## src/rtl/clk_fwd_div.sv

```systemverilog
// Multi-channel forwarded-clock generator: per-channel rise/fall data pairs for an ODDR,
// dividing clk_in by any H with exact 50% duty and period-boundary-only divisor/enable changes.

module clk_fwd_div_ch #(
  parameter int DIV_W   = 8,
  parameter int RST_DIV = 1
) (
  input  logic             clk_in,
  input  logic             reset_n,
  input  logic             en,
  input  logic             ld,
  input  logic [DIV_W-1:0] div_in,
  input  logic             sync,
  output logic             q_rise,
  output logic             q_fall,
  output logic             running,
  output logic             pstb,
  output logic             ld_pend
);

  logic             run_q, run_d;
  logic [DIV_W-1:0] c_q, c_d;
  logic [DIV_W-1:0] cur_h_q, cur_h_d;
  logic [DIV_W-1:0] pend_h_q, pend_h_d;
  logic             lp_q, lp_d;
  logic             qr_q, qr_d, qf_q, qf_d, ps_q, ps_d;

  logic [DIV_W-1:0] slot, h_raw, h;
  logic             bnd, go;

  always_comb begin
    // sync forces the slot about to be driven back to 0, which makes this edge a boundary
    slot  = (run_q && sync) ? '0 : c_q;
    bnd   = (slot == '0);
    h_raw = cur_h_q;
    if (run_q && bnd && lp_q) h_raw = pend_h_q;
    if (!run_q && ld)         h_raw = div_in;
    h     = (h_raw == '0) ? DIV_W'(1) : h_raw;
    go    = run_q ? (!bnd || en || sync) : en;

    run_d    = 1'b0;
    c_d      = '0;
    qr_d     = 1'b0;
    qf_d     = 1'b0;
    ps_d     = 1'b0;
    cur_h_d  = cur_h_q;
    pend_h_d = pend_h_q;
    lp_d     = lp_q;

    if (go) begin
      run_d = 1'b1;
      qr_d  = ({slot, 1'b0} < {1'b0, h});
      qf_d  = ({slot, 1'b1} < {1'b0, h});
      ps_d  = bnd;
      c_d   = (slot == h - 1'b1) ? '0 : slot + 1'b1;
    end

    // Old pending value lands at the boundary; a same-edge load becomes the new pending value.
    // A load on the edge that stops the channel behaves like an idle load.
    if (run_q) begin
      if (bnd) begin
        if (lp_q) cur_h_d = pend_h_q;
        lp_d = 1'b0;
      end
      if (ld) begin
        if (go) begin
          pend_h_d = div_in;
          lp_d     = 1'b1;
        end else begin
          cur_h_d = div_in;
        end
      end
    end else if (ld) begin
      cur_h_d = div_in;
    end
  end

  always_ff @(posedge clk_in or negedge reset_n) begin
    if (!reset_n) begin
      run_q    <= 1'b0;
      c_q      <= '0;
      cur_h_q  <= DIV_W'(RST_DIV);
      pend_h_q <= '0;
      lp_q     <= 1'b0;
      qr_q     <= 1'b0;
      qf_q     <= 1'b0;
      ps_q     <= 1'b0;
    end else begin
      run_q    <= run_d;
      c_q      <= c_d;
      cur_h_q  <= cur_h_d;
      pend_h_q <= pend_h_d;
      lp_q     <= lp_d;
      qr_q     <= qr_d;
      qf_q     <= qf_d;
      ps_q     <= ps_d;
    end
  end

  assign q_rise  = qr_q;
  assign q_fall  = qf_q;
  assign running = run_q;
  assign pstb    = ps_q;
  assign ld_pend = lp_q;

endmodule

module clk_fwd_div #(
  parameter int NUM_CH  = 2,
  parameter int DIV_W   = 8,
  parameter int RST_DIV = 1
) (
  input  logic                    clk_in,
  input  logic                    reset_n,
  input  logic [NUM_CH-1:0]       en,
  input  logic [NUM_CH-1:0]       ld,
  input  logic [NUM_CH*DIV_W-1:0] div_in,
  input  logic                    sync,
  output logic [NUM_CH-1:0]       q_rise,
  output logic [NUM_CH-1:0]       q_fall,
  output logic [NUM_CH-1:0]       running,
  output logic [NUM_CH-1:0]       pstb,
  output logic [NUM_CH-1:0]       ld_pend
);

  for (genvar n = 0; n < NUM_CH; n++) begin : g_ch
    clk_fwd_div_ch #(
      .DIV_W  (DIV_W),
      .RST_DIV(RST_DIV)
    ) u_ch (
      .clk_in (clk_in),
      .reset_n(reset_n),
      .en     (en[n]),
      .ld     (ld[n]),
      .div_in (div_in[n*DIV_W +: DIV_W]),
      .sync   (sync),
      .q_rise (q_rise[n]),
      .q_fall (q_fall[n]),
      .running(running[n]),
      .pstb   (pstb[n]),
      .ld_pend(ld_pend[n])
    );
  end

endmodule

```

## config.mk

```make
export PLATFORM = sky130hd
export DESIGN_NAME = clk_fwd_div
export DESIGN_NICKNAME = d
export VERILOG_FILES = /design/src/rtl/clk_fwd_div.sv
export SDC_FILE = /design/constraint.sdc
export NUM_CORES = 1
export LEC_CHECK = 0
export ABC_CLOCK_PERIOD_IN_PS = 5640
export CORE_UTILIZATION = 50
export CTS_CLUSTER_SIZE = 28
export DETAILED_ROUTE_END_ITERATION = 8
export HOLD_SLACK_MARGIN = 0.06
export PLACE_DENSITY = 0.74
export REMOVE_ABC_BUFFERS = 1
export SKIP_CTS_REPAIR_TIMING = 1
export SLEW_MARGIN = 25
export SYNTH_ARGS = -nofsm -noshare
export SYNTH_HDL_FRONTEND = slang
export SYNTH_SLANG_ARGS = --single-unit
```

## constraint.sdc

```tcl
create_clock -name clk_in -period 5.64 [get_ports clk_in]
set_input_delay 0.846 -clock clk_in [delete_from_list [all_inputs] [get_ports clk_in]]
set_output_delay 0.846 -clock clk_in [all_outputs]
set_load 0.03 [all_outputs]
```

==> Word-level counts from Yosys, hierarchy flattened <==
Cells that the tools add are included.
Widths: inputs -> output; s select.
{ "op_classes": {"eq_ne": 2, "n_lt_le_gt_ge": 4, "add_sub_neg": 4, "n_reduce_logical": 24, "muxes": 40} }
{ "ops": {"columns": ["cell", "n"], "rows": [
  ["$mux 8", 24],
  ["$lt 9x8->1", 4],
  ["$logic_not 8->1", 4],
  ["$add 8x1->8 const B", 2],
  ["$eq 8x8->1", 2],
  ["$mux 1", 16],
  ["$sub 8x1->8 const B", 2],
  ["$logic_and 1x1->1", 8],
  ["$reduce_and 3->1", 2],
  ["$logic_not 1->1", 4],
  ["$logic_or 1x1->1", 4],
  ["$reduce_bool 2->1", 2]
]} }
{ "word_totals": {"regBits": 58, "output_inout_bits": 10, "input_bits": 23, "wordCells": 90} }

==> Longest topological paths before layout <==
{ "depth": {"ltp_word": 13, "depth_mapped": 20, "ltp_nobuf": 17} }

==> Hierarchy <==
A second synthesis with hierarchy kept.
{ "unflattened": {"hier_cells": 486, "area_unflattened_um2": 4389.2} }
{ "by_module_without_submodules": {"columns": ["module", "seq_area_each_um2", "cells_each", "area_each_um2", "n_inst"], "rows": [
  ["clk_fwd_div_ch (g_ch[1].u_ch)", 726.9, 251, 2214.6, 1],
  ["clk_fwd_div_ch (g_ch[0].u_ch)", 726.9, 235, 2174.6, 1]
]} }

==> Worst setup path before layout <==
OpenSTA, ideal clock, no wires.
{ "synth_path": {"path_type": "input to register", "startpoint": "input port sync", "endpoint": "register g_ch[1].u_ch.c_q[3]", "required_time_ps": 5498, "path_stages": 18, "n_path_buf": 3, "path_slack_ps": 1238, "setup_time_ps": 142, "arrival_ps": 4260, "cell_sequence": "buf_6 > nand2_1 > nand2_1 > ha_1 > and3_1 > clkbuf_1 > and3_1 > a311oi_4 > a41oi_2 > ha_1 > nor3b_1 > a211oi_1 > xor2_1 > o2111ai_1 > o21ai_1 > nor4bb_1 > buf_4 > nor4_2"} }
{ "synth_between": {"elab_chain_cells": 13, "elab_cells_between_ends": 18, "cone_classes": "2 x add/sub; 1 x eq/ne; 7 x mux; 8 x reduce/logical"} }
{ "synth_lines": {"columns": ["item", "line", "rtl"], "rows": [
  ["start, declared", "118", "input logic sync,"],
  ["$logic_and 1x1->1", "33", "slot = (run_q && sync) ? '0 : c_q;"],
  ["$mux 8", "33", null],
  ["$logic_not 8->1", "34", "bnd = (slot == '0);"],
  ["$logic_and 1x1->1 (2 in series)", "36", "if (run_q && bnd && lp_q) h_raw = pend_h_q;"],
  ["$mux 8", "36", null],
  ["$mux 8", "37", "if (!run_q && ld) h_raw = div_in;"],
  ["$logic_not 8->1", "38", "h = (h_raw == '0) ? DIV_W'(1) : h_raw;"],
  ["$mux 8", "38", null],
  ["$sub 8x1->8", "55", "c_d = (slot == h - 1'b1) ? '0 : slot + 1'b1;"],
  ["$eq 8x8->1", "55", null],
  ["$mux 8", "55", null],
  ["$mux 8 (*)", "50", "if (go) begin"],
  ["named net g_ch[1].u_ch.c_d[3]", "22", "logic [DIV_W-1:0] c_q, c_d;"],
  ["end signal, assigned", "81", "c_q <= '0;"],
  ["end signal, assigned", "90", "c_q <= c_d;"],
  ["end, declared", "22", null]
]} }
The timed path passes the listed nets; every way through them passes the cells marked *.
A chain may end at the register's enable or synchronous reset.

==> Worst setup path in the final report <==
Ends and elaborated chain as after synthesis.

==> implementation parameters <==
Parameter                              Value

Timing
  Highest achievable clock rate    190 MHz
  Final Hold Vio Count    0
  Slew at the pin closest to its max-slew limit    0.731 ns
  Final-report setup violation count    0
  Worst setup skew after layout    0.0113 ns
  RSZ-0062 raised after global routing    false
  Final critical-path required period    5.27 ns
  Max-Slew Margin vs Limit    0.513
  Setup Total Neg Slack    0 ns
  Max-slew violation total from the final report    0
  Final Cycle Share    0.935

Worst hold path
  Hold Crit Endpoint    g_ch[1].u_ch.cur_h_q[4]
  HP Class    register to register
  Source of the worst hold timing path    g_ch[1].u_ch.pend_h_q[4]
  Count of cells along the worst hold path    2

Outcome
  Status    finished, final reports clean

Cells and area
  Share of final-layout standard cells stronger than drive strength 1    0.180
  Most common cell after layout, fill and taps aside    sky130_fd_sc_hd__nand2_1
  Antenna Cells    0
  Post-layout net count    550
  Number of fill cells    785
  Area growth, synth to finish    12.6%
  Top library cells by usage in the layout, fill and taps aside    sky130_fd_sc_hd__nand2_1, sky130_fd_sc_hd__dfrtp_1, sky130_fd_sc_hd__clkdlybuf4s50_1, sky130_fd_sc_hd__nor2_1, sky130_fd_sc_hd__ha_1

Critical path
  Data arrival at the endpoint of the critical path    5.46 ns
  CP max stage cell    sky130_fd_sc_hd__clkdlybuf4s50_1
  Endpoint class of the critical path    register
  Worst path required time    5.83 ns
  Reg2Reg Capture Point    g_ch[1].u_ch.c_q[3]
  Total buffers and inverters traversed by the critical path    2
  Max Fanout on Critical Path    8
  Setup slack of the worst register-to-register path    around 0.76 ns
  Worst Setup Path Type    input port to register
  Longest individual stage delay on the worst path    0.58 ns
  Ordered list of cells on the worst path    clkdlybuf4s50_1 > nand2_1 > nand2_1 > ha_1 > nand3_1 > or3_1 > o221ai_1 > o311a_1 > a41oi_2 > ha_1 > nor4b_1 > a211oi_1 > xor2_1 > o2111ai_1 > o21ai_1 > nor4bb_2 > buf_4 > nor4_2
  Depth of the worst register-to-register path    17
  Launching point of the worst reg2reg path    g_ch[1].u_ch.running
  Cell family with the largest share of critical-path delay    simple AND/OR/NAND/NOR gates
  Startpoint class of the critical path    input port

Synthesis
  Count of cell types in the netlist    82
  Syn Inst Count    479
  Predominant post-synthesis flop cell    sky130_fd_sc_hd__dfrtp_1
  Post-synthesis sequential element count    58
  Fraction of the yosys area taken by sequential cells    0.326
  Cell area after synthesis    4460 sq um
  Avg Inst Size Synth    9.30 sq um
  Share of flip-flops with an asynchronous set or reset after synthesis    1.00
  Synth Warn #    0
  Number of enable-type register cells in the synthesized netlist    0

Global routing
  Sum of overflow across all layers after global routing    0
  Largest net degree at the start of global routing    59
  Overall global routing resource usage    0.253
  First-pass GRT wire length    approximately 18,000 um
  Number of antenna violations at the first check in global routing    0
  Number of global-route vias before repair    approximately 3,800

Route
  Vias per std cell    6.06
  Via total after detailed routing    3,745
  Post-detailed-route wirelength per cell    17.9 um
  DR iter-0 viols    approximately 180
  Pre-Repair DR Iteration Count    5
  Sum of routed wire length over all layers    11,000 um
  Post-route DRC    0
  Post-route ant nets    0

Pwr
  Power, Total    3070 uW
  Total power divided by cell area    611 nW/um^2
  Worst voltage drop across the vdd grid    0.316 mV
  Leak Pwr    between 0.002 and 0.0025 uW

Clock tree
  H-tree Lvls    3
  Number of CTS-inserted buffers    9
  Cell at the root of the clock tree    sky130_fd_sc_hd__clkbuf_8
  Clk slew on worst S/H paths    ~0.070 ns
  Total number of clock tree sinks    58
  Deepest clock path buffer count    2
  Clock insertion delay at the later pin of the skew report    0.34 ns
  Clock tree from TritonCTS    yes

Floorplanning
  Top-level I/O count    33
  Initial standard-cell utilization of the core    0.514
  Area of the core region    8680 sq um
  Die Outline Area    9290 sq um
  Site row count    34
  Die boundary width    96.4 um
  Height of the die    96.4 um

Placement
  PortBufs    32
  RePlAce Congestion    0.968
  Placed wire-length estimate after detailed placement    8050 um

Job
  Number of maximum-capacitance violations    0
[flip-flops by register name, summed over array words and instances, names as in the netlist]
name                count
g_ch.u_ch.pstb          2
g_ch.u_ch.cur_h_q      16
g_ch.u_ch.q_rise        2
g_ch.u_ch.ld_pend       2
g_ch.u_ch.running       2
g_ch.u_ch.q_fall        2
g_ch.u_ch.c_q          16
g_ch.u_ch.pend_h_q     16
[kinds of logic after synthesis]
kind of cell,Yosys count,synth area share
adder cells (fa/ha/maj),22,0.0618
flip-flops,58,0.326
AO/OA/AOI/OAI,107,0.190
multiplexers,28,0.0679
buffers and inverters,44,0.0561
AND/OR/NAND/NOR,195,0.248
XOR/XNOR,25,0.0508
[worst max path at each step]
| stage | startpoint | to | slack [ns] | cells after the start |
|---|---|---|---|---|
| 2_1_floorplan | sync | g_ch[1].u_ch.c_q[3] | 0.57 | 15 |
| 3_3_place_gp | sync | g_ch[1].u_ch.c_q[3] | 0.21 | 17 |
| 3_5_place_dp | sync | g_ch[1].u_ch.c_q[3] | 0.07 | 18 |
| 4_1_cts | sync | g_ch[1].u_ch.c_q[3] | 0.44 | 18 |
| 5_1_grt | sync | g_ch[1].u_ch.c_q[3] | 0.15 | 18 |
| 6_report | sync | g_ch[1].u_ch.c_q[3] | 0.37 | 18 |
[per-layer routing]
metal	global-route usage	wire (um)	vias up
li1	-	-	1788
met1	0.299	4700	1814
met2	0.449	5570	117
met3	0.0524	556	26
met4	0.0968	221	0
met5	0	0	-
[layout make-up]
| class | instances | area [sq um] | area share |
|---|---|---|---|
| timing repair buffer | 43 | 398 | 0.0793 |
| tap | 108 | 135 | 0.0269 |
| multi-input combinational | 377 | 2760 | 0.550 |
| inverter | 16 | 60.1 | 0.0120 |
| sequential | 58 | 1450 | 0.290 |
| clock buffer | 13 | 149 | 0.0297 |
| clock inverter | 3 | 65.1 | 0.0130 |
[cell usage after synthesis (8+ instances only)]
cell                        n  area share
sky130_fd_sc_hd__and2_1    12       0.017
sky130_fd_sc_hd__a221o_1    8       0.018
sky130_fd_sc_hd__clkbuf_1   9      0.0076
sky130_fd_sc_hd__dfrtp_1   56        0.31
sky130_fd_sc_hd__buf_4     11       0.019
sky130_fd_sc_hd__a21oi_1   20       0.022
sky130_fd_sc_hd__nor3_1    10       0.011
sky130_fd_sc_hd__inv_1     15       0.013
sky130_fd_sc_hd__o21ai_0   17       0.019
sky130_fd_sc_hd__nor2_1    27       0.023
sky130_fd_sc_hd__xnor2_1   14       0.028
sky130_fd_sc_hd__ha_1      22       0.062
sky130_fd_sc_hd__mux2_2    18       0.045
sky130_fd_sc_hd__nand3_1   15       0.017
sky130_fd_sc_hd__xor2_1    10       0.020
sky130_fd_sc_hd__and3_1    14       0.020
sky130_fd_sc_hd__nand2_1   67       0.056
sky130_fd_sc_hd__mux2i_1   10       0.022
[where the power goes]
part           leakage [uW]  switching, uW  internal (uW)  total [uW]
Sequential         0.000699            155            585         740
Combinational       0.00143           1080            821        1900
Clock              0.000108            166            261         426
Total               0.00224           1400           1670        3070
[worst register-to-register path: stages (launching register included)]
cell and delay, ns:
sky130_fd_sc_hd__dfrtp_1 0.65, sky130_fd_sc_hd__nand2_1 0.21, sky130_fd_sc_hd__nand2_1 0.19, sky130_fd_sc_hd__ha_1 0.31, sky130_fd_sc_hd__nand3_1 0.27, sky130_fd_sc_hd__or3_1 0.38, sky130_fd_sc_hd__o221ai_1 0.19, sky130_fd_sc_hd__o311a_1 0.30
sky130_fd_sc_hd__a41oi_2 0.19, sky130_fd_sc_hd__ha_1 0.32, sky130_fd_sc_hd__nor4b_1 0.16, sky130_fd_sc_hd__a211oi_1 0.47, sky130_fd_sc_hd__xor2_1 0.12, sky130_fd_sc_hd__o2111ai_1 0.23, sky130_fd_sc_hd__o21ai_1 0.11, sky130_fd_sc_hd__nor4bb_2 0.31
sky130_fd_sc_hd__buf_4 0.24, sky130_fd_sc_hd__nor4_2 0.07
[through the flow]
stage	hold WS (ns)	utilization	cells	worst slack [ns]	cell area, sq um
6_report	0.508	0.578	618	0.365	5020
2_1_floorplan	0.447	-	451	0.566	4270
5_1_grt	0.535	0.578	618	0.147	5020
3_5_place_dp	0.496	0.554	602	0.0732	4810
4_1_cts	0.514	0.578	618	0.437	5020
3_3_place_gp	0.476	0.554	602	0.214	4810
Power figures use the tool's default switching activity.
